File: src/rtl/deser_pkg.sv
// Shared definitions for the 8x32 deserialiser cell and its frame controller.
package deser_pkg;

  localparam int WORD_W         = 32;
  localparam int NUM_WORDS      = 8;
  localparam int FRAME_BITS_DEF = WORD_W * NUM_WORDS;

  typedef enum logic [1:0] {
    ST_IDLE = 2'd0,
    ST_HUNT = 2'd1,
    ST_RUN  = 2'd2,
    ST_HOLD = 2'd3
  } state_t;

endpackage

File: src/rtl/deser_sync_detect.sv
// Sync-word hunter: serial history register plus comparator against SYNC_WORD.
module deser_sync_detect
  import deser_pkg::*;
#(
  parameter int                  SYNC_LEN  = 8,
  parameter logic [SYNC_LEN-1:0] SYNC_WORD = 8'hA5
) (
  input  logic CLK,
  input  logic RESET,
  input  logic CLR,
  input  logic SERIAL_IN,
  output logic MATCH
);

  // Only SYNC_LEN-1 past bits are kept: the oldest bit of a full-length
  // register would already have been shifted out when the comparison is made.
  logic [SYNC_LEN-2:0] hist_p1;
  logic [SYNC_LEN-1:0] window;

  assign window = {hist_p1, SERIAL_IN};
  assign MATCH  = (window == SYNC_WORD);

  always_ff @(posedge CLK or negedge RESET) begin
    if (!RESET) begin
      hist_p1 <= '0;
    end else if (CLR) begin
      hist_p1 <= '0;
    end else begin
      hist_p1 <= window[SYNC_LEN-2:0];
    end
  end

endmodule

File: src/rtl/deser_frame_ctrl.sv
// Frame sequencer for the deserialiser cell: sync hunt, READY gating,
// frame-valid/ack handshake, watchdog, frame counter and sticky errors.
module deser_frame_ctrl
  import deser_pkg::*;
#(
  parameter int                  SYNC_LEN   = 8,
  parameter logic [SYNC_LEN-1:0] SYNC_WORD  = 8'hA5,
  parameter int                  FRAME_BITS = FRAME_BITS_DEF,
  parameter int                  TIMEOUT    = 300,
  parameter int                  CNT_W      = 16
) (
  input  logic             CLK,
  input  logic             RESET,
  input  logic             ENABLE,
  input  logic             SERIAL_IN,
  input  logic             CELL_COMPLETE,
  output logic             READY,
  output logic             FRAME_VALID,
  input  logic             FRAME_ACK,
  output logic [CNT_W-1:0] FRAME_COUNT,
  output logic [8:0]       BIT_COUNT,
  output logic             TIMEOUT_ERR,
  output logic             OVERRUN_ERR,
  output logic [1:0]       STATE
);

  localparam int              WD_W    = $clog2(TIMEOUT + 1);
  localparam logic [WD_W-1:0] WD_LAST = WD_W'(TIMEOUT - 1);
  localparam logic [8:0]      BIT_MAX = 9'(FRAME_BITS);

  state_t           state_r, state_d;
  logic             complete_p1;
  logic             match, sync_clr;
  logic             rise, wd_exp, ack;
  logic [WD_W-1:0]  wd_r;
  logic [8:0]       bit_cnt_r;
  logic [CNT_W-1:0] frame_cnt_r;
  logic             fv_r, timeout_err_r, overrun_err_r;

  function automatic logic [8:0] bit_cnt_sat_inc(input logic [8:0] v);
    return (v >= BIT_MAX) ? BIT_MAX : v + 9'd1;
  endfunction

  // The history register keeps shifting outside IDLE, so a sync word that
  // arrives while a frame is still being handed over is caught immediately.
  assign sync_clr = (state_r == ST_IDLE);

  deser_sync_detect #(
    .SYNC_LEN  (SYNC_LEN),
    .SYNC_WORD (SYNC_WORD)
  ) u_sync (
    .CLK       (CLK),
    .RESET     (RESET),
    .CLR       (sync_clr),
    .SERIAL_IN (SERIAL_IN),
    .MATCH     (match)
  );

  assign rise   = CELL_COMPLETE & ~complete_p1;
  assign wd_exp = (wd_r == WD_LAST);
  assign ack    = ENABLE && (state_r == ST_HOLD) && fv_r && FRAME_ACK;

  always_comb begin
    state_d = state_r;
    if (!ENABLE) begin
      state_d = ST_IDLE;
    end else begin
      case (state_r)
        ST_IDLE: state_d = ST_HUNT;
        ST_HUNT: if (match) state_d = ST_RUN;
        ST_RUN: begin
          if (rise)        state_d = ST_HOLD;
          else if (wd_exp) state_d = ST_HUNT;
        end
        ST_HOLD: if (ack) state_d = ST_HUNT;
        default: state_d = ST_IDLE;
      endcase
    end
  end

  always_ff @(posedge CLK or negedge RESET) begin
    if (!RESET) begin
      state_r     <= ST_IDLE;
      complete_p1 <= 1'b0;
    end else begin
      state_r     <= state_d;
      complete_p1 <= CELL_COMPLETE;
    end
  end

  // Watchdog only counts while the frame stays in RUN; any exit rearms it.
  always_ff @(posedge CLK or negedge RESET) begin
    if (!RESET) begin
      wd_r <= '0;
    end else if (state_r == ST_RUN && state_d == ST_RUN) begin
      wd_r <= wd_r + WD_W'(1);
    end else begin
      wd_r <= '0;
    end
  end

  always_ff @(posedge CLK or negedge RESET) begin
    if (!RESET) begin
      bit_cnt_r <= '0;
    end else if (ENABLE) begin
      case (state_r)
        ST_HUNT: bit_cnt_r <= '0;
        ST_RUN:  bit_cnt_r <= (wd_exp && !rise) ? 9'd0 : bit_cnt_sat_inc(bit_cnt_r);
        ST_HOLD: if (ack) bit_cnt_r <= '0;
        default: bit_cnt_r <= bit_cnt_r;
      endcase
    end
  end

  always_ff @(posedge CLK or negedge RESET) begin
    if (!RESET) begin
      fv_r          <= 1'b0;
      frame_cnt_r   <= '0;
      timeout_err_r <= 1'b0;
      overrun_err_r <= 1'b0;
    end else begin
      fv_r <= ENABLE && (state_r == ST_HOLD) && !ack;
      if (ack) frame_cnt_r <= frame_cnt_r + CNT_W'(1);
      if (ENABLE && state_r == ST_RUN && wd_exp && !rise) timeout_err_r <= 1'b1;
      if (ENABLE && state_r == ST_HOLD && rise) overrun_err_r <= 1'b1;
    end
  end

  assign READY       = (state_r == ST_RUN) || (state_r == ST_HOLD);
  assign FRAME_VALID = fv_r;
  assign FRAME_COUNT = frame_cnt_r;
  assign BIT_COUNT   = bit_cnt_r;
  assign TIMEOUT_ERR = timeout_err_r;
  assign OVERRUN_ERR = overrun_err_r;
  assign STATE       = state_r;

endmodule

File: config.mk
export PLATFORM = sky130hd
export DESIGN_NAME = deser_frame_ctrl
export DESIGN_NICKNAME = d
export VERILOG_FILES = /design/src/rtl/deser_pkg.sv /design/src/rtl/deser_sync_detect.sv /design/src/rtl/deser_frame_ctrl.sv
export SDC_FILE = /design/constraint.sdc
export NUM_CORES = 1
export LEC_CHECK = 0
export ABC_CLOCK_PERIOD_IN_PS = 2650
export CORE_MARGIN = 2
export CORE_UTILIZATION = 53
export CTS_CLUSTER_DIAMETER = 50
export DETAILED_ROUTE_END_ITERATION = 8
export GPL_ROUTABILITY_DRIVEN = 0
export MAX_ROUTING_LAYER = met4
export PLACE_DENSITY = 0.8
export SLEW_MARGIN = 20
export SYNTH_ARGS = -nofsm -noshare
export SYNTH_HDL_FRONTEND = slang
export SYNTH_HIERARCHICAL = 1
export SYNTH_SLANG_ARGS = --single-unit
File: constraint.sdc
create_clock -name CLK -period 2.65 [get_ports CLK]
set_clock_uncertainty 0.2 [all_clocks]
set_input_delay 0.53 -clock CLK [delete_from_list [all_inputs] [get_ports CLK]]
set_output_delay 0.53 -clock CLK [all_outputs]
set_load 0.005 [all_outputs]
### Word-level counts from Yosys, hierarchy flattened

Index checks and enable logic that the tools add are counted.

* eq/ne operators: 7
* mux-type cells: 12
* $lt $le $gt $ge: 1
* $add $sub $neg: 3
* reduce and logical (&&, ||, !) cells: 16
* bitwise logic cells: 2

Operator list (count)
* two-way mux 9 bit: 4
* one-hot mux 9 bit (3 select lines): 1
* adder 9 x 1 -> 9 bit, second input constant: 2
* adder 16 x 1 -> 16 bit, second input constant: 1
* logical AND 1 bit: 10
* two-way mux 2 bit: 5
* equality test 9 bit, second input constant: 1
* >= comparator 9 bit, second input constant: 1
* equality test 8 bit, second input constant: 1
* one-hot mux 2 bit (4 select lines): 1
* two-way mux 7 bit: 1
* equality test 2 bit, second input constant: 3
* AND reduction 3 bit: 1
* nonzero test 3 bit: 1
* equality test 2 x 1 -> 1 bit, second input constant: 1
* logical NOT 1 bit: 2
* logical NOT 2 bit: 1
* inequality test 2 bit, second input constant: 1
* bitwise AND 1 bit: 1
* logical OR 1 bit: 1
* NOT 1 bit: 1

* output and inout bits: 31
* bits in registers: 47
* word-level logic and storage cells: 50
* input bits: 6

### Logic depth before layout (Yosys ltp)

* depth after elaboration: 10
* depth in mapped cells: 6
* depth with buffers taken out: 6

### Modules after synthesis

Netlist, hierarchy kept.

By module, submodules not included
* deser_frame_ctrl: area an instance 2039.5 sq um, sequential area each 1001.0 sq um, instances 1, cells an instance 187
* deser_sync_detect: area an instance 245.2 sq um, sequential area each 175.2 sq um, instances 1, cells an instance 17

### Least setup slack after synthesis

No wires, ideal clock.

* kind: flip-flop to flip-flop
* from: reg state_r[0], in the netlist STATE[0]
* to: reg wd_r[2]
* slack: 716 ps
* data required time: 2363 ps
* period minus slack after synthesis: 1934 ps
* cell stages (with the launch flop): 7
* arrival: 1647 ps
* path through: dfrtp_1 inv_1 ha_1 nand2b_1 a211oi_1 nor3_4 nor3_1

RTL lines
* start, declared: RTL line deser_frame_ctrl.sv:31 `state_t state_r, state_d;`
* start signal, assigned: RTL line deser_frame_ctrl.sv:86 `state_r <= state_d;`
* logical NOT 2 bit
* via sync_clr: RTL line deser_frame_ctrl.sv:33 `logic match, sync_clr;`
* one-hot mux 2 bit (4 select lines): RTL line deser_frame_ctrl.sv:68 `case (state_r)`
* two-way mux 2 bit: RTL line deser_frame_ctrl.sv:65 `if (!ENABLE) begin`
* equality test 2 bit: RTL line deser_frame_ctrl.sv:95 `end else if (state_r == ST_RUN && state_d == ST_RUN) begin`
* logical AND 1 bit: RTL line deser_frame_ctrl.sv:95
* two-way mux 9 bit: RTL line deser_frame_ctrl.sv:95
* end signal, assigned: RTL line deser_frame_ctrl.sv:96 `wd_r <= wd_r + WD_W'(1);`
* end, declared: RTL line deser_frame_ctrl.sv:35 `logic [WD_W-1:0] wd_r;`

The timed path passes the listed nets, and every way through them passes these cells.
A chain may end at the register's enable or synchronous reset.

### Worst setup path in the final report

* from: reg state_r[0], in the netlist STATE[0]
* to: out READY

* word-level cells in the longest chain between the ends: 2

Ends and longest elaborated chain
* equality test 2 bit: RTL line deser_frame_ctrl.sv:129 `assign READY = (state_r == ST_RUN) || (state_r == ST_HOLD);`
* logical OR 1 bit *: RTL line deser_frame_ctrl.sv:129
* end, declared: RTL line deser_frame_ctrl.sv:17 `output logic READY,`

Every way passes the cells marked *; elsewhere a longest branch is shown, timed or not.

==> metrics.md <==
| Metric | Value |
|---|---|
| Run status | finished with violations |
| Failing checks | hold timing |
| Comb power frac | 4.8% |
| Per-cell routed wire length | 14.9 um |
| Antenna-violating nets left | 0 |
| Worst setup SP type | flip-flop |
| Share of layout cells above drive strength 1 | between 10% and 20% |
| Ys flop type | dfrtp_1 |
| Yosys cell types | 40 |
| Yosys top cell area share | 51.5% |
| Final worst path period share | 96.8% |
| Antenna diode count | 0 |
| Reg clk slew, reported paths | 90 ps |
| H-tree depth | 2 |
| Die area | 4850 um2 |
| Clock power frac | 36.8% |
| Die width | 69.7 um |
| Row cnt | 23 |
| Avg Vias per Cell | 5.60 |
| Fillers | 328 |
| Power per cell area | 435 nW/um2 |
| Critical path depth | 4 |
| Crit path time final | 2560 ps |
| Max Fanout on Critical Path | 6 |
| Grt peak-use layer | met2 |
| Vias in the first global route | approximately 1,600 |
| CP Data Arrival Time | about 1800 ps |
| Reg power frac | 58.4% |
| Max Freq | 0.390 GHz |
| Crit-path cells | inv_1 > ha_1 > or2_2 > clkdlybuf4s50_1 |
| Gr ovfl total | 0 |
| Final Cell Area | approximately 2800 um2 |
| Tot GR Track Use | 20.6% |
| Setup violators final | 0 |
| I/O Pins | 37 |
| DRC Markers | 0 |
| HP Class | in2async |
| Total Nets Final | 267 |
| DR iter-0 viols | roughly 120 |
| EDFF count, synth | 0 |
| First-pass GRT wire length | 7720 um |
| Die Height | 69.7 um |
| CP delay by family, top | buffers and inverters |
| Post-Syn Nets | roughly 220 |
| M3 GR Usage | 4.51% |
| PortBufs | 36 |
| Slowest cell delay on critical path | about 450 ps |
| Final WL | about 4500 um |
| Synthesized area | 2280 um2 |
| Initial core utilization | 55.9% |
| Routing usage on met1 | ~27% |
| Unrepaired setup endpoints after global routing | false |
| Hold slack | -4.61 ps |
| Post-Synthesis Cells | 204 |
| Net Sw Power | 0.280 mW |
| Slew @ Worst Pin | 530 ps |
| CTS tree | yes |
| Setup TNS | 0 ps |
| Core Region | a little over 4000 um2 |
| YS warnings | 6 |
| Clock sinks | 47 |
| Crit path kind | reg2out |
| Register Area | 1180 um2 |
| Fraction of registers with async set or reset after synthesis | 100% |
| Ranking of synthesized cells by area | dfrtp_1, ha_1, xnor2_1 |
| Pleak | 1.27 nW |
| Maximum VDD drop | about 240 uV |
| Worst reg-to-reg path cell count | 6 |
| CTS Buffer Depth | 2 |
| P_int | 0.959 mW |
| Largest net degree at the start of global routing | 26 |
| Cell taking the most area after synthesis | dfrtp_1 |
| Footprint of the multi-input gates | 1070 um2 |
| Sw Ratio | 22.6% |
| Drt pass-1 iters | 4 |
| Seq cells post-synth | 47 |
| Max_slew headroom | 64.7% |
| CTS Hold Bufs | 0 |
| Setup slack, reg-to-reg | 510 ps |
| Critical path's slowest cell | clkdlybuf4s50_1 |
| Critical Path Sink Type | primary output |
| Seq/Total Area, Yosys | about half |
| Global Route met2 Usage | between 30% and 40% |
| Clock root cell | clkbuf_8 |
| Clk_lat worst skew | 300 ps |
| Max-slew violations | 0 |
| Avg Cell Area, Syn | 11.2 um2 |
| Via count | between 1,500 and 2,000 |
| Post-DP HPWL | ~3300 um |
| Crit path buffers/inverters | 2 |
| Area grow syn2layout | 24.7% |
| Initial antenna violation count | 0 |
| CP required | 1920 ps |
| DP Area | 2740 um2 |
| Num CTS Buffers | 5 |
| Hold violation total from the final report | 6 |
| Max Cap Violations | 0 |
## worst paths after layout
| path | startpoint | to |
|---|---|---|
| worst max-delay path | STATE[0] | READY |
| worst min-delay path | RESET | BIT_COUNT[0] |
| worst max register to register | STATE[1] | wd_r[2] |
| worst min register to register | FRAME_COUNT[15] | FRAME_COUNT[15] |
| max in group asynchronous | RESET | wd_r[2] |
| min in group CLK | FRAME_COUNT[15] | FRAME_COUNT[15] |
## sequential cells by signal (all words and copies together), names as in the netlist
| name | cells |
|---|---|
| u_sync/hist_p1 | 7 |
| STATE | 2 |
| OVERRUN_ERR | 1 |
| wd_r | 9 |
| BIT_COUNT | 9 |
| FRAME_COUNT | 16 |
| TIMEOUT_ERR | 1 |
| FRAME_VALID | 1 |
| complete_p1 | 1 |
## power by group through the flow
| stage | Clock (mW) | Combinational (mW) | Sequential (mW) |
|---|---|---|---|
| 3_5_place_dp | 0 | 0.0563 | 0.739 |
| 4_1_cts | 0.465 | 0.0564 | 0.725 |
| 5_1_grt | 0.493 | 0.0669 | 0.725 |
| 3_3_place_gp | 0 | 0.0553 | 0.738 |
| 2_1_floorplan | 0 | 0.0203 | 0.738 |
| 6_report | 0.455 | 0.0595 | 0.724 |
## per-layer routing
layer | routed length (um) | vias to the layer above | part of all wire [%]
met5 | 0 | - | 0
met2 | 2090 | 34 | 46
met4 | 75 | 0 | 1.7
met3 | 208 | 6 | 4.6
li1 | - | 823 | -
met1 | 2140 | 835 | 47
## kinds of logic (layout without fill, tap and decap cells)
group / Yosys count / after routing / share of synthesized area (%)
flops: 47 / 47 / 51.5
buf+inv: 10 / 59 / 1.64
simple gates: 85 / 85 / 22.6
mux: 1 / 1 / 0.657
fa+ha+maj: 9 / 9 / 4.93
xor+xnor: 22 / 22 / 8.43
compound gates: 30 / 30 / 10.3
## cell type report
cell class | instances | share of cell area (%)
Clock buffer | 7 | 3.03
Tap cell | 50 | 2.20
Inverter | 10 | 1.32
Clock inverter | 1 | 0.307
Multi-Input combinational cell | 147 | 37.6
Timing Repair Buffer | 41 | 14.2
Sequential cell | 47 | 41.3
## synth_stat cells (3+ instances only)
library cell / instances
nor3_1: 11
nand2_1: 14
inv_1: 10
nand2b_1: 3
nor2_1: 9
and3_1: 6
a21oi_1: 3
ha_1: 9
nand4_1: 6
nor2b_1: 10
xnor2_1: 12
xor2_1: 10
dfrtp_1: 47
nand3_1: 12
o21ai_1: 6
o21ai_0: 3
a22o_1: 5
## per-stage QoR
step	cells	hold slack, ps	util [%]	total power [mW]	worst slack (ps)
final	303	-4.61	69.7	1.24	85.9
after global routing	303	19.3	69.7	1.28	6.01
after CTS	301	7.25	69.4	1.25	39.1
after detailed placement	293	263	67.0	0.795	79.4
after global placement	293	257	67.0	0.794	196
after floorplan	204	34.4	-	0.758	716
## repair_timing
item,CTS,global route
buffers inserted,0,2
hold endpoints to repair,0,0
resized for setup,1,0
setup endpoints to repair,1,1
## placed cells by master (no fill, tap or decap), types with 3 or more instances in the layout
master           count
dfrtp_1             46
clkdlybuf4s50_1     35
nand2_1             14
nand3_1             12
xnor2_1             12
nor3_1              11
inv_1               10
xor2_1              10
nor2b_1             10
nor2_1               9
ha_1                 9
and3_1               6
nand4_1              6
o21ai_1              6
clkbuf_8             6
a22o_1               5
buf_4                4
o21ai_0              3
nand2b_1             3
a21oi_1              3
(Power assumes the default switching activity.)
